--- src/rtl/ip_packer.sv ---
// ip_packer: assembles eight input bytes into a 64-bit block and applies the
// DES initial permutation (IP) before presenting it on a valid/ready output.
//
// Ports:
//   clk        single clock, rising edge
//   rst_n      asynchronous active-low reset
//   clr        synchronous discard of the partially assembled block
//   in_valid   in_data holds a valid byte
//   in_ready   a byte can be accepted this cycle
//   in_data    byte; the first byte of a block becomes the block MSB
//   out_valid  out_data holds a permuted block
//   out_ready  downstream accepts out_data this cycle
//   out_data   permuted block, 0 until the first block loads
//   blk_cnt    wrapping count of output handshakes
//
// Configuration:
//   IP_PACKER_DBUF_EN  undefined: assembly stalls while a block is pending.
//                      defined:   assembly continues while a block is pending
//                                 and only stalls on the final byte.
module ip_packer (
    input  logic        clk,
    input  logic        rst_n,
    input  logic        clr,
    input  logic        in_valid,
    output logic        in_ready,
    input  logic [7:0]  in_data,
    output logic        out_valid,
    input  logic        out_ready,
    output logic [63:0] out_data,
    output logic [15:0] blk_cnt
);

    typedef enum logic [2:0] {
        Fill0, Fill1, Fill2, Fill3, Fill4, Fill5, Fill6, Fill7
    } fill_e;

    // Output bit position of row 0 for each pre-permutation column.
    localparam int unsigned IpBase [8] = '{24, 56, 16, 48, 8, 40, 0, 32};

    fill_e       cnt_q, cnt_d;
    logic [63:0] asm_q, asm_d, asm_ins;
    logic [63:0] out_q, out_d;
    logic        ov_q, ov_d;
    logic [15:0] blk_q, blk_d;
    // Holds in_ready low until the first edge after reset release.
    logic        en_q;

    logic accept, last, out_hs;

    function automatic logic [63:0] des_ip(input logic [63:0] pre);
        logic [63:0] res;
        res = '0;
        for (int r = 0; r < 8; r++) begin
            for (int c = 0; c < 8; c++) begin
                res[IpBase[c] + r] = pre[63 - 8 * r - c];
            end
        end
        return res;
    endfunction

`ifdef IP_PACKER_DBUF_EN
    // Only the completing byte must wait, since it would overwrite the pending block.
    assign in_ready = en_q && !clr && !((cnt_q == Fill7) && ov_q && !out_ready);
`else
    assign in_ready = en_q && !ov_q && !clr;
`endif

    assign accept    = in_valid && in_ready;
    assign last      = accept && (cnt_q == Fill7);
    assign out_hs    = ov_q && out_ready;
    assign out_valid = ov_q;
    assign out_data  = out_q;
    assign blk_cnt   = blk_q;

    always_comb begin
        asm_ins = asm_q;
        for (int k = 0; k < 8; k++) begin
            if (cnt_q == 3'(k)) begin
                asm_ins[63 - 8 * k -: 8] = in_data;
            end
        end
    end

    always_comb begin
        cnt_d = cnt_q;
        asm_d = asm_q;
        out_d = out_q;
        ov_d  = ov_q;
        blk_d = blk_q;

        if (clr) begin
            cnt_d = Fill0;
            asm_d = '0;
        end else if (accept) begin
            cnt_d = fill_e'(cnt_q + 3'd1);
            asm_d = last ? '0 : asm_ins;
        end

        if (out_hs) begin
            ov_d  = 1'b0;
            blk_d = blk_q + 16'd1;
        end

        // A block loading in the same cycle as a handshake keeps out_valid high.
        if (last) begin
            out_d = des_ip(asm_ins);
            ov_d  = 1'b1;
        end
    end

    always_ff @(posedge clk or negedge rst_n) begin
        if (!rst_n) begin
            cnt_q <= Fill0;
            asm_q <= '0;
            out_q <= '0;
            ov_q  <= 1'b0;
            blk_q <= '0;
            en_q  <= 1'b0;
        end else begin
            cnt_q <= cnt_d;
            asm_q <= asm_d;
            out_q <= out_d;
            ov_q  <= ov_d;
            blk_q <= blk_d;
            en_q  <= 1'b1;
        end
    end

endmodule

--- config.mk ---
export PLATFORM = sky130hd
export DESIGN_NAME = ip_packer
export DESIGN_NICKNAME = d
export VERILOG_FILES = /design/src/rtl/ip_packer.sv
export SDC_FILE = /design/constraint.sdc
export NUM_CORES = 1
export LEC_CHECK = 0
export CAP_MARGIN = 20
export CORE_MARGIN = 2
export CORE_UTILIZATION = 58
export CTS_CLUSTER_DIAMETER = 80
export DETAILED_ROUTE_END_ITERATION = 12
export PLACE_DENSITY = 0.88
export SLEW_MARGIN = 40
export SYNTH_ARGS = -nofsm -noshare
export SYNTH_HDL_FRONTEND = slang
export SYNTH_SLANG_ARGS = --single-unit
--- constraint.sdc ---
create_clock -name clk -period 3.4 [get_ports clk]
set_input_delay 0.68 -clock clk [delete_from_list [all_inputs] [get_ports clk]]
set_output_delay 0.68 -clock clk [all_outputs]
set_load 0.02 [all_outputs]
# ---- Yosys cells after proc, flatten, opt, wreduce, memory -nomap -nowiden
# Index checks and enable logic that the tools add are counted.
dict set report op_classes {
  mux 15
  eq_ne 7
  n_reduce_logical 10
  add_sub_neg 2
}
# cell count
set ops {}
lappend ops {{$mux W64} 3}
lappend ops {{$mux W8} 8}
lappend ops {{$add A16 B1 Y16 const B} 1}
lappend ops {{$eq A3 B3 Y1 const B} 4}
lappend ops {{$eq A3 B2 Y1 const B} 2}
lappend ops {{$mux W3} 2}
lappend ops {{$logic_and A1 B1 Y1} 5}
lappend ops {{$reduce_bool A2 Y1} 2}
lappend ops {{$add A3 B1 Y3 const B} 1}
lappend ops {{$eq A3 B1 Y1 const B} 1}
lappend ops {{$logic_not A3 Y1} 1}
lappend ops {{$logic_not A1 Y1} 2}
lappend ops {{$mux W1} 2}
dict set report word_totals {
  word_cells 40
  register_bits 149
  out_inout_bits 82
  input_bits 13
}

# ---- Logic depth before layout (Yosys ltp)
# Gate-level depths: netlist of the first run.
dict set report logic_depth {
  depth_word 8
  mapped_depth 7
  mapped_depth_nobuf 6
}

# ---- Least setup slack after synthesis of the first run
# No wires, ideal clock.
dict set report synth_timing {
  kind {in2out}
  startpoint {input clr}
  endpoint {output in_ready}
  arrival_ns 1.574
  required_ns 2.720
  setup_slack_ns 1.146
  path_stages 3
  path_buffers 2
  cell_sequence {clkbuf_1 -> clkbuf_1 -> nor3b_1}
}
dict set report synth_via {
  elab_chain_len 2
}
# item line
set synth_lines {}
lappend synth_lines {{start: declaration} 23} ;# input logic clr,
lappend synth_lines {{$logic_not A1 Y1} 65} ;# assign in_ready = en_q && !ov_q && !clr;
lappend synth_lines {{$logic_and A1 B1 Y1} 65}
lappend synth_lines {{end: declaration} 25} ;# output logic in_ready,
# Every way passes these cells.

# ---- Final worst setup path of the first run
dict set report layout_timing {
  startpoint {register ov_q (netlist: out_valid)}
  endpoint {output in_ready}
}
dict set report layout_via {
  elab_chain_len 3
}
# item line
set layout_lines {}
lappend layout_lines {{start: declaration} 43} ;# logic ov_q, ov_d;
lappend layout_lines {{start signal: assignment} 123} ;# ov_q <= ov_d;
lappend layout_lines {{$logic_not A1 Y1} 65}
lappend layout_lines {{$logic_and A1 B1 Y1 (2 in series)} 65}
# Every way passes these cells.

==> flow_metrics.py, run 1 <==
metrics = {
    "drt": {
        "postRouteWirelength_um": 15900,
        "drt_first_pass_iters": 5,
        "via_per_inst": 6.05,
        "routed_wire_length_per_instance_um": 19.3,
        "dr_total_vias": 4989,
        "post_route_drc_violation_count": 0,
        "drt_iter0_drc": 473,
        "final_antenna_net_count": 0,
    },
    "place": {
        "rd_place_congestion": 0.868,
        "port_buffers": 94,
        "hpwlAfterDp_um": 10000,
    },
    "pwr": {
        "pwr-share-clk_pct": 49.5,
        "cellLeakagePower_nw": 3.60,
        "fin_total_pwr_mw": 3.90,
        "ir_worst_vdd_v": 0.000368,
        "p_int_mw": 3.04,
        "comb_power_share_pct": 6.2,
        "power_per_cell_area_mw_per_mm2": 489,
        "power.sequential.fraction_pct": 44.3,
        "total_switching_power_uw": 856,
        "power_switching_share_pct": 22.0,
    },
    "yosys": {
        "synth_cells": 596,
        "post_synth_fa_ha_maj_area_fraction_pct": 1.38,
        "netlist.area_leader.share_pct": 55.6,
        "synthesis.yosys.warnings": 0,
        "synthesis.nets": 616,
        "combinational_family_with_the_most_area_after_synthesis": "simple AND/OR/NAND/NOR gates",
        "syn-mean-instance-area_um2": 10.7,
        "synthTopCellsByArea": "dfrtp_1, mux2i_1, o21ai_0",
        "synthDistinctLibCells": 40,
        "synth_xor_xnor_area_share_pct": 2.21,
        "yosys.area_share.simple_pct": 13.8,
        "ys_seq_elements": 141,
        "synth_compound_area_share_pct": 13.2,
        "synthesis.area_mm2": 0.00635,
        "synth_largest_area_cell": "dfrtp_1",
        "synth_sequential_area_ratio_pct": 55.6,
        "post_synth_mux_area_share_pct": 10.3,
    },
    "clocking": {
        "clkTransAtPathRegs_ps": 60,
        "cts_num_sinks": 141,
        "post-cts-setup-buffers": 0,
        "root_buffer": "clkbuf_8",
        "cts-resized-gates": 0,
        "cts_made_buffers": 17,
        "clock_insertion_delay_worst_skew_ps": 540,
        "clock_tree.htree_level_count": 4,
        "tritoncts_clock_tree": "built",
        "cts_max_path_buffers": 2,
        "cts_hold_buffers": 0,
    },
    "outcome": {
        "outcome": "complete, no violations",
    },
    "die": {
        "horiz_die_dim_um": 109,
        "die_area_mm2": 0.0118,
        "core_region_area_mm2": 0.0107,
        "start_util_pct": 59.1,
        "floorplan.rows": 38,
        "io_pins": 95,
        "die_h_um": 109,
    },
    "worst_setup_path": {
        "worstPathRequired_ps": 2720,
        "worst_reg_to_reg_setup_slack_ps": 1110,
        "worst-endpoint-arrival_ps": 1920,
        "worstSetupPathType": "flop to primary output",
        "crit_path_start_kind": "flop",
        "timing.critical_path.fanout_max": 7,
        "setup_crit_end_kind": "primary output",
    },
    "min_path": {
        "hold_path_class": "primary input to asynchronous set/reset pin",
    },
    "timing": {
        "fin_tns_setup_ps": 0,
        "number_of_endpoints_failing_setup_at_the_final_stage": 0,
        "hold_violations": 0,
        "achievable-frequency_mhz": 384,
        "slew-limit-headroom_pct": 49.7,
        "final.period_utilization_pct": 76.6,
        "max_slew.worst_pin.slew_ps": 755,
        "finalCriticalPeriod_ps": 2600,
        "finalMaxSlewViolations": 0,
        "setup_repair_after_global_routing_missed_its_margin": "no",
        "fin_worst_skew_ps": 7.72,
    },
    "global_route": {
        "first_pass_grt_wire_length_um": 25600,
        "grt_remaining_overflow": 0,
        "largest_net_degree_at_the_start_of_global_routing": 122,
        "grt_antenna_before_repair": 0,
        "first_global_vias": 5080,
        "global_route_usage_over_all_layers_pct": 28.7,
    },
    "run": {
        "max_cap_viols": 0,
    },
    "final_layout": {
        "area.sequential_mm2": 0.00353,
        "syn_to_final_growth_pct": 25.6,
        "nets": 692,
        "fraction_of_final_layout_cells_with_drive_strength_greater_than_1_pct": 8.61,
        "antennaDiodeCount": 0,
        "final.fill_count": 728,
        "multi_input_comb_area_mm2": 0.00261,
    },
}
## layer usage
layer  GRT usage, %  up-vias  share of wire [%]
met5              0        -                  0
met4           13.3        0                2.3
met3           7.05       41                6.9
met1           36.7     2479                 39
met2           46.3      240                 52
li1               -     2229                  -
## worst paths after layout
kind	cells after the start	end	start
max	2	in_ready	out_valid$_DFFE_PN0P_
min	1	out_data[15]$_DFFE_PN0P_	rst_n
max reg2reg	4	asm_q[11]$_DFFE_PN0P_	cnt_q[2]$_DFFE_PN0P_
min reg2reg	2	out_data[33]$_DFFE_PN0P_	out_data[33]$_DFFE_PN0P_
max in group asynchronous	2	blk_cnt[12]$_DFFE_PN0P_	rst_n
min in group clk	2	out_data[33]$_DFFE_PN0P_	out_data[33]$_DFFE_PN0P_
## cell usage after synthesis
cell type  count
buf_2         13
and2_1         8
a21oi_1        7
nand4_1        2
nand3_1        5
or3_1          2
clkbuf_1      28
and4_1         1
buf_4          1
nand3b_1      21
nor2b_1        9
nor3_2         1
a31oi_1        2
inv_1          6
ha_1           7
o21ai_0       78
and3b_1        1
or2_2          1
xnor2_1       10
nor3b_2        1
nor2_2         2
and3_1         1
nor3_1         1
a211oi_1       1
xor2_1         6
dfrtp_1      141
conb_1         1
nor3b_1        1
buf_6          2
nand2_1       64
nor4_2         1
o21ai_1        4
mux2_2         9
nand2_2        3
nand2b_1       3
nand3b_2       2
a22oi_1       49
nor2_1        45
mux2i_1       55
a21o_1         1
## registers in the layout, summed over array words and instances (netlist names)
register   count
out_data      64
asm_q         56
blk_cnt       16
cnt_q          3
en_q           1
out_valid      1
## power groups by stage
stage	clock (mW)	sequential (mW)	combinational, mW
final	1.93	1.72	0.243
after global routing	2.02	1.73	0.264
after CTS	1.94	1.72	0.241
after detailed placement	0	1.75	0.237
after global placement	0	1.75	0.230
after floorplan	0	1.75	0.137
## cells by family (layout without fill, tap and decap cells)
group                    count (synthesis)  in the layout
AND/OR/NAND/NOR                        175            175
AO/OA/AOI/OAI                          142            142
flip-flops                             141            141
multiplexers                            64             64
buffers and inverters                   50            139
XOR/XNOR                                16             16
adder cells (fa/ha/maj)                  7              7
other                                    1              1
## cell type report
cell class,instances,area share [%]
Sequential cell,141,44.2
Multi-Input combinational cell,405,32.7
Timing Repair Buffer,101,12.8
Clock buffer,27,6.54
Tap cell,140,2.20
Clock inverter,5,1.26
Inverter,6,0.282
## through the flow
| stage | cell area [µm²] | hold WS [ps] | instances | util, % | setup slack (ps) |
|---|---|---|---|---|---|
| after global routing | 7970 | 257 | 825 | 74.2 | 738 |
| after floorplan | 6350 | 384 | 596 | - | 1150 |
| after global placement | 7350 | 462 | 793 | 68.4 | 908 |
| after CTS | 7970 | 239 | 825 | 74.2 | 776 |
| final | 7970 | 169 | 825 | 74.2 | 797 |
| after detailed placement | 7350 | 470 | 793 | 68.4 | 836 |
## cells in the final DEF (no fill, tap or decap), types with 8 or more instances in the layout
cell type        count
dfrtp_1            141
a22oi_1             49
nand3b_1            21
and2_1               8
clkbuf_8             9
clkdlybuf4s50_1     92
nand2_1             64
mux2_2               9
nor2_1              45
o21ai_0             78
mux2i_1             55
clkbuf_16           16
xnor2_1             10
nor2b_1              9
## worst max-delay path, cell delays in order (launching register included)
cell and delay (ps):
dfrtp_1 470, nor3b_1 260, clkdlybuf4s50_1 650
Power figures use the tool's default switching activity.
==> inputs of run 2 (changes only) <==
CORE_UTILIZATION = 49   (was 58)
PLACE_DENSITY = 0.79   (was 0.88)
clock period = 2.2 ns   (was 3.4 ns; I/O delays follow)
==> run 2 against run 1 <==
Effect of this change: utilization shrank 9.4 points; critical path depth rose by 4; non-clock buffer count up 27; sequential share of layout area fell by 1.1 points; final area is 2.6% higher; total power is 49% higher; final cell count increased by 7.2%; global-route usage shrank 4.6 points; combinational power is 69% higher; critical path type is now flop to flop; largest power group unchanged.
==> flow_metrics.py, run 2 (same netlist as run 1, synthesis figures left out) <==
metrics = {
    "min_path": {
        "hp-start": "blk_cnt[15]$_DFFE_PN0P_",
        "timing.hold.worst_endpoint": "blk_cnt[15]$_DFFE_PN0P_",
        "hold_path_class": "flop to flop",
        "worst_hold_path.num_cells": 1,
    },
    "pwr": {
        "cellLeakagePower_nw": 3.72,
        "power_per_cell_area_mw_per_mm2": 708,
        "ir_worst_vdd_v": 0.000518,
    },
    "worst_setup_path": {
        "worstSetupPathType": "flop to flop",
        "worstPathRequired_ps": 2520,
        "setup_crit_end_kind": "flop",
        "timing.reg2reg.worst_path_depth": 6,
        "worstReg2RegEnd": "asm_q[57]$_DFFE_PN0P_",
        "critical_path.reg2reg.startpoint": "cnt_q[0]$_DFFE_PN0P_",
        "worst_reg_to_reg_setup_slack_ps": 90,
        "timing.critical_path.fanout_max": 21,
        "worst-endpoint-arrival_ps": 2430,
        "crit_path_start_kind": "flop",
    },
    "drt": {
        "drt_iter0_drc": 498,
        "routed_wire_length_per_instance_um": 18.4,
        "final_antenna_net_count": 0,
        "post_route_drc_violation_count": 0,
        "postRouteWirelength_um": 16200,
        "drt_first_pass_iters": 5,
        "dr_total_vias": 5051,
        "via_per_inst": 5.71,
    },
    "timing": {
        "setup_repair_after_global_routing_missed_its_margin": "no",
        "fin_worst_skew_ps": 6.84,
        "finalMaxSlewViolations": 0,
        "achievable-frequency_mhz": 475,
        "number_of_endpoints_failing_setup_at_the_final_stage": 0,
        "slew-limit-headroom_pct": 40.4,
        "final.period_utilization_pct": 95.7,
        "hold_violations": 0,
        "timing.final.ws_setup_ps": 94.2,
        "max_slew.worst_pin.slew_ps": 888,
        "finalCriticalPeriod_ps": 2110,
        "fin_tns_setup_ps": 0,
    },
    "clocking": {
        "root_buffer": "clkbuf_16",
        "cts_made_buffers": 17,
        "tritoncts_clock_tree": "built",
        "cts_num_sinks": 141,
        "clock_tree.htree_level_count": 4,
        "post-cts-setup-buffers": 0,
        "clkTransAtPathRegs_ps": 60,
        "cts_max_path_buffers": 2,
        "clock_insertion_delay_worst_skew_ps": 420,
    },
    "die": {
        "io_pins": 95,
        "start_util_pct": 50.3,
        "die_area_mm2": 0.0139,
        "core_region_area_mm2": 0.0126,
        "die_h_um": 118,
        "floorplan.rows": 41,
        "horiz_die_dim_um": 118,
    },
    "run": {
        "max_cap_viols": 0,
    },
    "place": {
        "dp_slack_ps": 78.2,
        "dp.cells": 851,
        "port_buffers": 94,
        "hpwlAfterDp_um": 11000,
        "rd_place_congestion": 0.869,
        "dpl_cell_area_mm2": 0.00761,
    },
    "final_layout": {
        "most-common-layout-cells": "dfrtp_1, clkdlybuf4s50_1, o21ai_0, nand2_1, mux2i_1",
        "layout.cells.most_common": "dfrtp_1",
        "syn_to_final_growth_pct": 28.9,
        "finalInstanceArea_mm2": 0.00818,
        "final_core_util_pct": 64.8,
        "final.fill_count": 999,
        "area.sequential_mm2": 0.00353,
        "nets": 719,
        "final_cell_count_no_fill": 884,
        "largest_reg_flops": 64,
        "fraction_of_final_layout_cells_with_drive_strength_greater_than_1_pct": 11.7,
        "antennaDiodeCount": 0,
        "multi_input_comb_area_mm2": 0.00261,
    },
    "global_route": {
        "first_global_vias": 5198,
        "global_route_usage_over_all_layers_pct": 24.1,
        "first_pass_grt_wire_length_um": 26400,
        "largest_net_degree_at_the_start_of_global_routing": 62,
        "grt_antenna_before_repair": 0,
        "grt_remaining_overflow": 0,
    },
    "outcome": {
        "outcome": "complete, no violations",
    },
}
## run 2: metal layers
metal  wire, µm  GRT usage [%]  vias to the layer above
met5          0              0                        -
met4        470           10.5                        0
met3        909           6.20                       38
met2       8160           39.9                      184
met1       6690           29.9                     2549
li1           -              -                     2280
## run 2: critical path, cell delays in order (launching register included)
cell and delay (ps):
dfrtp_1 420, ha_1 250, ha_1 250, buf_4 190, buf_4 160, or2_2 470, o21ai_0 260
## run 2: worst max path at each step
stage,from,to
after CTS,cnt_q[0]$_DFFE_PN0P_,asm_q[57]$_DFFE_PN0P_
after global routing,cnt_q[0]$_DFFE_PN0P_,asm_q[48]$_DFFE_PN0P_
after global placement,in_valid,asm_q[33]$_DFFE_PN0P_
after floorplan,clr,in_ready
final,cnt_q[0]$_DFFE_PN0P_,asm_q[57]$_DFFE_PN0P_
after detailed placement,in_valid,asm_q[43]$_DFFE_PN0P_
## run 2: final cells by class
cell class	count	share of cell area, %
sequential	141	43.1
multi-input combinational	405	31.9
inverter	6	0.275
clock inverter	6	0.703
tap	172	2.63
timing repair buffer	128	15.2
clock buffer	26	6.22
## run 2: repair_timing
item / in CTS / in global routing
endpoints found under the hold margin: 43 / 0
hold buffers: 1 / 0
gates resized for setup: 1 / 0
setup endpoints to repair: 1 / 0
## run 2: report_power, final
group / switching (mW) / internal, mW / total [mW] / leakage [nW]
registers: 0.0331 / 2.63 / 2.66 / 1.95
logic: 0.256 / 0.154 / 0.411 / 1.49
clock network: 1.02 / 1.70 / 2.72 / 0.280
## run 2: per-stage QoR
| stage | total power [mW] | hold slack, ps |
|---|---|---|
| global route | 5.98 | 481 |
| floorplan | 2.92 | 144 |
| CTS | 5.82 | 469 |
| finish | 5.79 | 466 |
| global placement | 3.09 | 395 |
| detailed placement | 3.11 | 405 |
==> inputs of run 3 (changes only) <==
RECOVER_POWER = 100   (was not set)
==> run 3 against run 2 <==
Effect of this change: worst setup slack improved by 26 ps; total power is essentially flat; flip-flop and latch count is the same; final cell count unchanged; clock power about the same; hold slack worse by 5.0 ps; highest routed layer unchanged.
==> flow_metrics.py, run 3 (same netlist as run 1, synthesis figures left out) <==
metrics = {
    "timing": {
        "finalMaxSlewViolations": 0,
        "setup_repair_after_global_routing_missed_its_margin": "no",
        "timing.final.ws_setup_ps": 120,
        "finalCriticalPeriod_ps": 2080,
        "hold_violations": 0,
        "slew-limit-headroom_pct": 20.0,
        "max_slew.worst_pin.slew_ps": 1200,
        "fin_worst_skew_ps": 6.50,
        "number_of_endpoints_failing_setup_at_the_final_stage": 0,
        "final.period_utilization_pct": 94.5,
        "fin_tns_setup_ps": 0,
        "achievable-frequency_mhz": 481,
    },
    "clocking": {
        "tritoncts_clock_tree": "built",
        "cts_max_path_buffers": 2,
        "clock_tree.htree_level_count": 4,
        "root_buffer": "clkbuf_16",
        "cts_num_sinks": 141,
        "clkTransAtPathRegs_ps": 60,
        "clock_insertion_delay_worst_skew_ps": 420,
        "post-cts-setup-buffers": 0,
        "cts_made_buffers": 17,
    },
    "drt": {
        "routed_wire_length_per_instance_um": 18.4,
        "dr_total_vias": 5017,
        "postRouteWirelength_um": 16200,
        "drt_first_pass_iters": 5,
        "via_per_inst": 5.68,
        "drt_iter0_drc": 493,
        "post_route_drc_violation_count": 0,
        "final_antenna_net_count": 0,
    },
    "final_layout": {
        "antennaDiodeCount": 0,
        "layout.cells.most_common": "dfrtp_1",
        "final.fill_count": 1013,
        "syn_to_final_growth_pct": 27.8,
        "most-common-layout-cells": "dfrtp_1, dlygate4sd3_1, o21ai_0, nand2_1, mux2i_1",
        "final_core_util_pct": 64.3,
        "finalInstanceArea_mm2": 0.00811,
        "fraction_of_final_layout_cells_with_drive_strength_greater_than_1_pct": 11.1,
        "nets": 719,
        "largest_reg_flops": 64,
    },
    "global_route": {
        "grt_remaining_overflow": 0,
        "first_pass_grt_wire_length_um": 26400,
        "largest_net_degree_at_the_start_of_global_routing": 62,
        "first_global_vias": 5198,
        "global_route_usage_over_all_layers_pct": 24.1,
        "grt_antenna_before_repair": 0,
    },
    "die": {
        "io_pins": 95,
        "floorplan.rows": 41,
        "horiz_die_dim_um": 118,
        "core_region_area_mm2": 0.0126,
        "die_h_um": 118,
        "start_util_pct": 50.3,
        "die_area_mm2": 0.0139,
    },
    "pwr": {
        "total_switching_power_mw": 1.31,
        "comb_power_share_pct": 7.0,
        "pwr-share-clk_pct": 47.0,
        "ir_worst_vdd_v": 0.000520,
        "power.sequential.fraction_pct": 46.0,
        "power_switching_share_pct": 22.7,
        "cellLeakagePower_nw": 3.95,
        "power_per_cell_area_mw_per_mm2": 713,
        "p_int_mw": 4.47,
    },
    "worst_setup_path": {
        "crit_path_start_kind": "flop",
        "timing.reg2reg.worst_path_depth": 6,
        "worstPathRequired_ps": 2530,
        "worstSetupPathType": "flop to flop",
        "worst-endpoint-arrival_ps": 2410,
        "timing.critical_path.fanout_max": 21,
        "setup_crit_end_kind": "flop",
    },
    "run": {
        "max_cap_viols": 0,
    },
    "place": {
        "rd_place_congestion": 0.869,
        "dp_slack_ps": 78.2,
        "hpwlAfterDp_um": 11000,
        "port_buffers": 94,
        "dpl_cell_area_mm2": 0.00761,
    },
    "outcome": {
        "outcome": "complete, no violations",
    },
    "min_path": {
        "hold_path_class": "flop to flop",
        "worst_hold_path.num_cells": 1,
    },
}
run 3: worst paths after layout:
| check | start | end | slack (ps) |
|---|---|---|---|
| worst min-delay path | blk_cnt[15]$_DFFE_PN0P_ | blk_cnt[15]$_DFFE_PN0P_ | 460 |
| max in group asynchronous | rst_n | out_data[48]$_DFFE_PN0P_ | 400 |
| worst min register to register | blk_cnt[15]$_DFFE_PN0P_ | blk_cnt[15]$_DFFE_PN0P_ | 460 |
| min in group asynchronous | rst_n | out_data[7]$_DFFE_PN0P_ | 800 |
| worst max-delay path | cnt_q[0]$_DFFE_PN0P_ | asm_q[57]$_DFFE_PN0P_ | 120 |
| worst max register to register | cnt_q[0]$_DFFE_PN0P_ | asm_q[57]$_DFFE_PN0P_ | 120 |
run 3: per-stage QoR:
stage | hold slack [ps] | instances | power (mW)
after global placement | 395 | 851 | 3.09
after CTS | 469 | 884 | 5.82
after detailed placement | 405 | 851 | 3.11
after floorplan | 144 | 596 | 2.92
after global routing | 475 | 884 | 5.97
final | 461 | 884 | 5.79
run 3: routing by layer:
layer  global-route usage (%)  vias to the layer above  share of wire (%)
li1                         -                     2285                  -
met1                     29.9                     2535                 41
met2                     39.9                      166                 51
met3                     6.20                       31                5.4
met4                     10.5                        0                2.5
met5                        0                        -                  0
run 3: what timing repair did:
action                     4_1_cts  5_1_grt
gates resized for setup          1        0
hold endpoints to repair        43        0
hold buffers                     1        0
setup endpoints to repair        1        0
run 3: layout make-up:
class / count / area, µm² / area share (%)
sequential: 141 / 3530 / 43.5
multi-input combinational: 405 / 2580 / 31.8
timing repair buffer: 128 / 1200 / 14.8
clock buffer: 26 / 509 / 6.28
tap: 172 / 215 / 2.65
clock inverter: 6 / 57.6 / 0.709
inverter: 6 / 22.5 / 0.278
run 3: critical path, cell delays in order, from the launching register on:
cell and delay, ps:
dfrtp_1 420, ha_1 250, ha_1 230, buf_4 180
clkbuf_2 170, or2_2 490, o21ai_0 240
run 3: power groups by stage:
stage | registers, mW | clock network [mW] | logic (mW)
final | 2.66 | 2.72 | 0.403
after global routing | 2.67 | 2.87 | 0.438
after CTS | 2.66 | 2.75 | 0.408
after detailed placement | 2.71 | 0 | 0.404
after global placement | 2.70 | 0 | 0.389
after floorplan | 2.71 | 0 | 0.212
